### src/rtl/mem_stage.sv
// mem_stage -- memory-access stage of the RISC-V pipeline.
//
// Takes the execute-stage result bundle and either forwards it to writeback
// (non-memory ops) or performs a load/store over a byte-wide memory bus, one
// byte per cycle, holding upstream with stall_o while busy. Load bytes are
// assembled little-endian and sign/zero-extended.
//
// Ports:
//   clk, rst            clock, synchronous active-high reset
//   valid_i             execute bundle present
//   mop_i[3:0]          0 none, 1 LB, 2 LH, 3 LW, 4 LBU, 5 LHU, 6 SB, 7 SH, 8 SW
//   wa_i, we_i          destination register index / write request
//   wn_i[31:0]          ALU result (effective address for memory ops)
//   sdata_i[31:0]       store data
//   stall_o             upstream must hold its bundle
//   mem_a, mem_wr,      byte bus: address, write strobe, write byte
//   mem_dout, mem_din   read byte (valid the cycle after a read address)
//   valid_o, wa_o,      writeback bundle (one-cycle valid pulse)
//   we_o, wn_o
module mem_stage (
  input  logic        clk,
  input  logic        rst,
  input  logic        valid_i,
  input  logic [3:0]  mop_i,
  input  logic [4:0]  wa_i,
  input  logic        we_i,
  input  logic [31:0] wn_i,
  input  logic [31:0] sdata_i,
  output logic        stall_o,
  output logic [31:0] mem_a,
  output logic        mem_wr,
  output logic [7:0]  mem_dout,
  input  logic [7:0]  mem_din,
  output logic        valid_o,
  output logic [4:0]  wa_o,
  output logic        we_o,
  output logic [31:0] wn_o
);

  typedef enum logic [1:0] {S_IDLE, S_BUS, S_WAIT} state_t;

  state_t      state_reg, state_next;
  logic [1:0]  k_reg;
  logic [3:0]  mop_reg;
  logic [4:0]  wa_reg;
  logic        we_reg;
  logic [31:0] addr_reg;
  logic [31:0] sdata_reg;
  logic [7:0]  byte_reg [0:3];

  logic        valid_reg;
  logic [4:0]  wa_o_reg;
  logic        we_o_reg;
  logic [31:0] wn_o_reg;

  // Decode of the latched op.
  logic        is_load, is_store;
  logic [1:0]  last_k;
  logic        in_mem;

  always_comb begin
    is_load  = (mop_reg >= 4'd1) && (mop_reg <= 4'd5);
    is_store = (mop_reg >= 4'd6) && (mop_reg <= 4'd8);
    case (mop_reg)
      4'd1, 4'd4, 4'd6: last_k = 2'd0;
      4'd2, 4'd5, 4'd7: last_k = 2'd1;
      default:          last_k = 2'd3;
    endcase
    in_mem = (mop_i >= 4'd1) && (mop_i <= 4'd8);
  end

  // Store byte lanes, and the load assembly where the final byte comes
  // straight from the bus in the WAIT cycle.
  logic [7:0] sbyte [0:3];
  logic [7:0] abyte [0:3];
  generate
    for (genvar gi = 0; gi < 4; gi++) begin : g_lane
      assign sbyte[gi] = sdata_reg[8*gi +: 8];
      assign abyte[gi] = (2'(gi) == last_k) ? mem_din : byte_reg[gi];
    end
  endgenerate

  logic [31:0] load_result;
  always_comb begin
    case (mop_reg)
      4'd1:    load_result = {{24{abyte[0][7]}}, abyte[0]};
      4'd2:    load_result = {{16{abyte[1][7]}}, abyte[1], abyte[0]};
      4'd4:    load_result = {24'd0, abyte[0]};
      4'd5:    load_result = {16'd0, abyte[1], abyte[0]};
      default: load_result = {abyte[3], abyte[2], abyte[1], abyte[0]};
    endcase
  end

  // FSM: state register.
  always_ff @(posedge clk) begin
    if (rst) state_reg <= S_IDLE;
    else     state_reg <= state_next;
  end

  // FSM: next state.
  always_comb begin
    state_next = state_reg;
    case (state_reg)
      S_IDLE:  if (valid_i && in_mem) state_next = S_BUS;
      S_BUS:   if (k_reg == last_k) state_next = is_load ? S_WAIT : S_IDLE;
      S_WAIT:  state_next = S_IDLE;
      default: state_next = S_IDLE;
    endcase
  end

  // FSM: outputs, decoded from registered state only.
  always_comb begin
    stall_o  = (state_reg != S_IDLE);
    mem_a    = 32'd0;
    mem_wr   = 1'b0;
    mem_dout = 8'd0;
    if (state_reg == S_BUS) begin
      mem_a    = addr_reg + {30'd0, k_reg};
      mem_wr   = is_store;
      mem_dout = is_store ? sbyte[k_reg] : 8'd0;
    end
  end

  // Datapath: bundle latch, byte counter, load assembly, writeback registers.
  always_ff @(posedge clk) begin
    if (rst) begin
      k_reg     <= 2'd0;
      mop_reg   <= 4'd0;
      wa_reg    <= 5'd0;
      we_reg    <= 1'b0;
      addr_reg  <= 32'd0;
      sdata_reg <= 32'd0;
      for (int i = 0; i < 4; i++) byte_reg[i] <= 8'd0;
      valid_reg <= 1'b0;
      wa_o_reg  <= 5'd0;
      we_o_reg  <= 1'b0;
      wn_o_reg  <= 32'd0;
    end else begin
      valid_reg <= 1'b0;
      case (state_reg)
        S_IDLE: begin
          if (valid_i) begin
            mop_reg   <= mop_i;
            wa_reg    <= wa_i;
            we_reg    <= we_i;
            addr_reg  <= wn_i;
            sdata_reg <= sdata_i;
            k_reg     <= 2'd0;
            if (!in_mem) begin
              valid_reg <= 1'b1;
              wa_o_reg  <= wa_i;
              we_o_reg  <= we_i & (wa_i != 5'd0);
              wn_o_reg  <= wn_i;
            end
          end
        end
        S_BUS: begin
          k_reg <= k_reg + 2'd1;
          // The byte arriving now belongs to the address issued last cycle.
          if (is_load && k_reg != 2'd0) byte_reg[k_reg - 2'd1] <= mem_din;
          if (is_store && k_reg == last_k) begin
            valid_reg <= 1'b1;
            wa_o_reg  <= wa_reg;
            we_o_reg  <= 1'b0;
            wn_o_reg  <= 32'd0;
          end
        end
        S_WAIT: begin
          valid_reg <= 1'b1;
          wa_o_reg  <= wa_reg;
          we_o_reg  <= we_reg & (wa_reg != 5'd0);
          wn_o_reg  <= load_result;
        end
        default: ;
      endcase
    end
  end

  assign valid_o = valid_reg;
  assign wa_o    = wa_o_reg;
  assign we_o    = we_o_reg;
  assign wn_o    = wn_o_reg;

endmodule

### config.mk
export PLATFORM = sky130hd
export DESIGN_NAME = mem_stage
export DESIGN_NICKNAME = d
export VERILOG_FILES = /design/src/rtl/mem_stage.sv
export SDC_FILE = /design/constraint.sdc
export NUM_CORES = 1
export LEC_CHECK = 0
export CAP_MARGIN = 20
export CORE_MARGIN = 5
export CORE_UTILIZATION = 57
export CTS_BUF_LIST = sky130_fd_sc_hd__clkbuf_2
export DETAILED_ROUTE_END_ITERATION = 16
export MAX_ROUTING_LAYER = met4
export PLACE_DENSITY = 0.95
export RECOVER_POWER = 100
export SLEW_MARGIN = 20
export SYNTH_ARGS = -nofsm -noshare
export SYNTH_HDL_FRONTEND = slang
export SYNTH_SLANG_ARGS = --single-unit
### constraint.sdc
create_clock -name clk -period 6.2 [get_ports clk]
set_input_delay 0.93 -clock clk [delete_from_list [all_inputs] [get_ports clk]]
set_output_delay 0.93 -clock clk [all_outputs]
set_load 0.02 [all_outputs]
==> results.json, run 1 <==
{
  "clockRootBuffer": "clkbuf_2",
  "p_leak_nw": 3.610,
  "syn2layout_area_growth_pct": 24.14,
  "syn-num-nets": 1033,
  "cp.required_ns": 5.27,
  "synth_area_leaders": "dfxtp_1 (30%), edfxtp_1 (12%), nand2_1 (9.4%)",
  "port_buffers": 165,
  "dp.cells": 1212,
  "dieArea_um2": 16150,
  "grt_use_total": 0.2979,
  "critPathKind": "register to primary output",
  "endpoint_kind": "primary output",
  "postCtsSetupBuffers": 0,
  "numClockSinks": 149,
  "rsz0062_at_grt": "no",
  "synth_area_um2": 7815,
  "cp-start-kind": "register",
  "drc": 0,
  "finalNonFillerCells": 1245,
  "cts_tree": "done",
  "slew_viol_final": 78,
  "worstPathArrival_ns": 4.44,
  "vias_per_cell": 6.258,
  "h-tree-depth": 4,
  "grt_overflow_total": 0,
  "fin_crit_sh": 0.8656,
  "start_util": 0.5855,
  "crit_fanout": 17,
  "met3_usage": 0.04716,
  "cap_viol_max_count": 2,
  "cts_resized": 0,
  "skew_ns": 0.02405,
  "setup_viol": 0,
  "hold_class": "register to register",
  "ys_top_cells_by_count": "nand2_1 (196), a21oi_1 (137), dfxtp_1 (117)",
  "regArea_um2": 3303,
  "clockBufferDepth": 2,
  "fill_cells": 950,
  "syn_avg_cell_area_um2": 8.314,
  "seqPwrFrac": 0.482,
  "r2r.worst_path.cells": 7,
  "synthDistinctLibCells": 63,
  "grt_start_max_net_pins": 75,
  "dieWidth_um": 127.1,
  "clkPwrFrac": 0.288,
  "core_um2": 13350,
  "fin_nets": 1148,
  "yosys_warnings": 0,
  "switchingPower_mw": 0.7555,
  "synth_seq_area_share": 0.4227,
  "first_pass_iters": 7,
  "antenna_found_initial": 1,
  "met1_usage": 0.3895,
  "drive_above_1_share": 0.06086,
  "sw_frac_of_total": 0.3209,
  "synth-edff-count": 32,
  "gp_congestion": 0.9269,
  "synth_most_common_cell": "nand2_1",
  "wirelength_um": 23620,
  "status": "finished with violations",
  "fp.dieH_um": 127.1,
  "p_per_area_nw_per_um2": 242.7,
  "synthArstFlopShare": 0,
  "worstMarginPinSlew_ns": 1.873,
  "yosys.area.top_type_share": 0.2997,
  "slew_headroom": -0.2486,
  "violations": "capacitance limit, slew limit",
  "first_iter_violations": 1182,
  "fin_setup_tns_ns": 0,
  "ys_ff_latch": 149,
  "cts-buffers-inserted": 17,
  "netlist_instances": 940,
  "busiest_layer": "met2",
  "ys.flop_type": "dfxtp_1",
  "path_clk_slew_ns": 0.22,
  "multi_input_area_um2": 4091,
  "grt_use_met2": 0.4605,
  "postRouteAntennaNets": 0,
  "grt_pass1_vias": 7174,
  "hold_viol_final": 0,
  "clkLatencyLatePin_ns": 0.74,
  "ir_drop_mv": 0.1292,
  "grt_pass1_wl_um": 37580,
  "fmax_mhz": 186.3,
  "p_int_mw": 1.599,
  "rows": 42,
  "synth_top_area_cell": "dfxtp_1",
  "dpl.hpwl_um": 16520,
  "detail_route.wl_per_cell_um": 18.97,
  "ctsHoldBuffers": 0,
  "combPwrFrac": 0.230,
  "period_minus_slack_ns": 5.367,
  "vias": 7791,
  "whs_path_depth": 2,
  "ios": 166
}
## area by class of cell
class,instances,share of cell area
clock inverter,15,0.02334
tap,176,0.02270
timing repair buffer,173,0.1750
sequential,149,0.3405
antenna,1,0.0002579
multi-input combinational,694,0.4217
clock buffer,17,0.008770
inverter,20,0.007738
## through the flow
stage | setup slack, ns | power [mW] | instance area (µm²) | hold WS (ns) | utilization
global route | 0.5226 | 2.447 | 9702 | 0.4891 | 0.7268
floorplan | 3.069 | 1.474 | 7815 | 0.4331 | -
detailed placement | 1.813 | 1.699 | 9417 | 0.4458 | 0.7055
global placement | 1.863 | 1.683 | 9417 | 0.4414 | 0.7055
CTS | 0.9667 | 2.364 | 9728 | 0.4700 | 0.7288
finish | 0.8331 | 2.354 | 9702 | 0.4713 | 0.7268
## cells by family after synthesis
group | share of synthesized area
AND/OR/NAND/NOR | 0.2233
buffers and inverters | 0.05267
multiplexers | 0.02946
XOR/XNOR | 0.03138
AO/OA/AOI/OAI | 0.2267
flip-flops | 0.4227
adder cells (fa/ha/maj) | 0.01377
## worst max-delay path: stages, from the launching register on
cell and delay (ns):
dfxtp_1 0.95, ha_1 0.31, a21oi_1 0.14, nor4_1 0.81, nand4_1 0.27, or4_1 0.45
nand2_1 0.07, dlygate4sd3_1 0.68
## metal layers
layer / share of wire / vias to the layer above / wire [µm]
met5: 0 / - / 0
met4: 0.045 / 0 / 1060
met3: 0.10 / 88 / 2400
met2: 0.46 / 470 / 10960
met1: 0.39 / 3649 / 9199
li1: - / 3584 / -
## final timing paths
path,startpoint,end,slack (ns)
worst max-delay path,k_reg[0],mem_a[23],0.83
worst max register to register,state_reg[1],byte_reg[2][3],1.92
worst min-delay path,sdata_reg[20],sdata_reg[20],0.47
worst min register to register,sdata_reg[20],sdata_reg[20],0.47
## cell usage in the layout, fill, tap and decap left out, types with 5 or more instances in the layout
master	n
mux2i_1	5
and3_1	14
bufinv_16	5
clkdlybuf4s50_1	84
xor2_1	18
o21ai_0	29
dfxtp_1	117
a2bb2oi_1	7
dlygate4sd3_1	80
and2_0	24
nand2_1	195
edfxtp_1	32
nand4_1	13
buf_4	6
nand3_1	20
inv_1	19
nor2_1	45
ha_1	7
a211oi_1	15
nor3_1	15
xnor2_1	10
o22ai_1	8
a21oi_1	137
and2_1	14
o2111ai_1	9
a22oi_1	22
a2111oi_0	8
clkbuf_2	17
a311oi_2	8
mux4_2	8
a311oi_1	9
## power groups by stage
stage	clock [mW]	sequential, mW	combinational [mW]
final	0.677	1.14	0.541
after global placement	0	1.15	0.532
after detailed placement	0	1.15	0.545
after global routing	0.717	1.15	0.584
after CTS	0.679	1.13	0.551
after floorplan	0	1.17	0.300
(Power assumes the default switching activity.)
==> run 2, diff against run 1 <==
--- a/config.mk
+++ b/config.mk
@@ -8,7 +8,8 @@
 export CAP_MARGIN = 20
 export CORE_MARGIN = 5
-export CORE_UTILIZATION = 57
+export CORE_UTILIZATION = 70
 export CTS_BUF_LIST = sky130_fd_sc_hd__clkbuf_2
 export DETAILED_ROUTE_END_ITERATION = 16
+export DONT_BUFFER_PORTS = 1
 export MAX_ROUTING_LAYER = met4
 export PLACE_DENSITY = 0.95
==> constraint.sdc (replaced) <==
create_clock -name clk -period 6.2 [get_ports clk]
set_input_delay 1.55 -clock clk [delete_from_list [all_inputs] [get_ports clk]]
set_output_delay 1.55 -clock clk [all_outputs]
set_load 0.02 [all_outputs]
==> run 2 against run 1 <==
Net effect:
- the run still ends with capacitance limit, slew limit left
- utilization down 0.59 points
- first-iteration DRC count decreased by 16%
- wire length shrank 11%
- largest power group unchanged
- clock-buffer cell count grew 2
- power is 17% lower
- critical endpoint is now mem_a[22]
- hold slack hardly changed
- die area fell by 17%
==> results.json, run 2 (synthesis gave the netlist of run 1 again) <==
{
  "rsz0062_at_grt": "no",
  "vias_per_cell": 6.711,
  "wirelength_um": 21090,
  "drive_above_1_share": 0.06763,
  "violations": "capacitance limit, slew limit",
  "cts_tree": "done",
  "fp.dieH_um": 115.7,
  "grt_pass1_wl_um": 32670,
  "detail_route.wl_per_cell_um": 20.24,
  "finalPower_mw": 1.963,
  "core_um2": 10890,
  "vias": 6993,
  "rows": 38,
  "hold_viol_final": 0,
  "clockBufferDepth": 2,
  "cp.required_ns": 4.65,
  "dpl.hpwl_um": 14720,
  "start_util": 0.7178,
  "p_per_area_nw_per_um2": 250.0,
  "crit_start": "k_reg[0]",
  "syn2layout_area_growth_pct": 0.4483,
  "p_leak_nw": 2.683,
  "r2r-end": "wn_o[24]",
  "first_pass_iters": 9,
  "skew_ns": 0.03053,
  "hp-start": "sdata_reg[22]",
  "setup_viol": 0,
  "fin_setup_tns_ns": 0,
  "hold_end": "sdata_reg[22]",
  "stdcell_area_um2": 7850,
  "hold_class": "register to register",
  "dieWidth_um": 115.7,
  "cap_viol_max_count": 3,
  "postCtsSetupBuffers": 0,
  "h-tree-depth": 4,
  "endpoint_kind": "primary output",
  "grt_overflow_total": 0,
  "numClockSinks": 149,
  "worstMarginPinSlew_ns": 3.218,
  "worstPathArrival_ns": 3.81,
  "whs_path_depth": 2,
  "r2r_slack_ns": 1.02,
  "grt_start_max_net_pins": 123,
  "dieArea_um2": 13380,
  "fmax_mhz": 186.4,
  "r2r.worst_path.cells": 5,
  "antenna_found_initial": 0,
  "grt_pass1_vias": 6347,
  "cts-buffers-inserted": 17,
  "status": "finished with violations",
  "first_iter_violations": 997,
  "port_buffers": 0,
  "ctsHoldBuffers": 0,
  "n_antenna_cell": 0,
  "cp-start-kind": "register",
  "crit_fanout": 17,
  "slew_headroom": -1.146,
  "critPathKind": "register to primary output",
  "postRouteAntennaNets": 0,
  "fin_crit_sh": 0.8653,
  "period_minus_slack_ns": 5.365,
  "ir_drop_mv": 0.1352,
  "layout_commonest_cell": "nand2_1",
  "cts_resized": 0,
  "clockRootBuffer": "clkbuf_2",
  "ios": 166,
  "slew_viol_final": 119,
  "r2r-start": "mop_reg[2]",
  "grt_use_total": 0.3201,
  "drc": 0,
  "path_clk_slew_ns": 0.20,
  "gp_congestion": 0.9679,
  "fin_nets": 983,
  "placed_area_um2": 7722,
  "clkLatencyLatePin_ns": 0.75,
  "final_cell_mix": "nand2_1 (195), a21oi_1 (137), dfxtp_1 (117)"
}
-- run 2: cell type report --
type / count / area (µm²)
multi-input cells: 694 / 4083
clock inverters: 12 / 66.31
inverters: 20 / 75.07
clock buffers: 19 / 95.09
repair buffers: 8 / 52.55
fillers: 853 / 3038
flip-flops and latches: 149 / 3303
well taps: 140 / 175.2
-- run 2: worst max-delay path, cell delays in order, from the launching register on --
cell     delay [ns]
dfxtp_1        0.90
ha_1           0.31
fa_1           0.26
nand4_1        0.16
nor3_1         0.51
nand3_1        0.21
or3_1          0.33
a21oi_1        0.40
-- run 2: worst max-delay path by stage --
stage | to | slack [ns] | cells after the start
global route | mem_a[22] | 0.44 | 7
finish | mem_a[22] | 0.84 | 7
floorplan | mem_a[22] | 2.45 | 7
CTS | mem_a[22] | 0.82 | 7
global placement | mem_a[22] | 1.70 | 7
detailed placement | mem_a[22] | 1.63 | 7
-- run 2: metal layers --
layer	vias up	track usage	part of all wire
met2	425	0.5008	0.47
met4	0	0.1292	0.038
met3	82	0.07937	0.11
met5	-	-	0
met1	3223	0.4007	0.38
li1	3263	-	-
-- run 2: stage by stage --
step	cells	setup slack, ns	hold slack, ns	util
floorplan	940	2.449	0.4331	-
global placement	1011	1.702	0.4328	0.7093
detailed placement	1011	1.627	0.4398	0.7093
CTS	1042	0.8212	0.4628	0.7241
global route	1042	0.4429	0.4855	0.7210
finish	1042	0.8352	0.4710	0.7210
-- run 2: power by group --
part	total (mW)	switching [mW]	internal, mW
logic	0.338	0.214	0.124
registers	1.19	0.119	1.07
clock network	0.438	0.339	0.0985
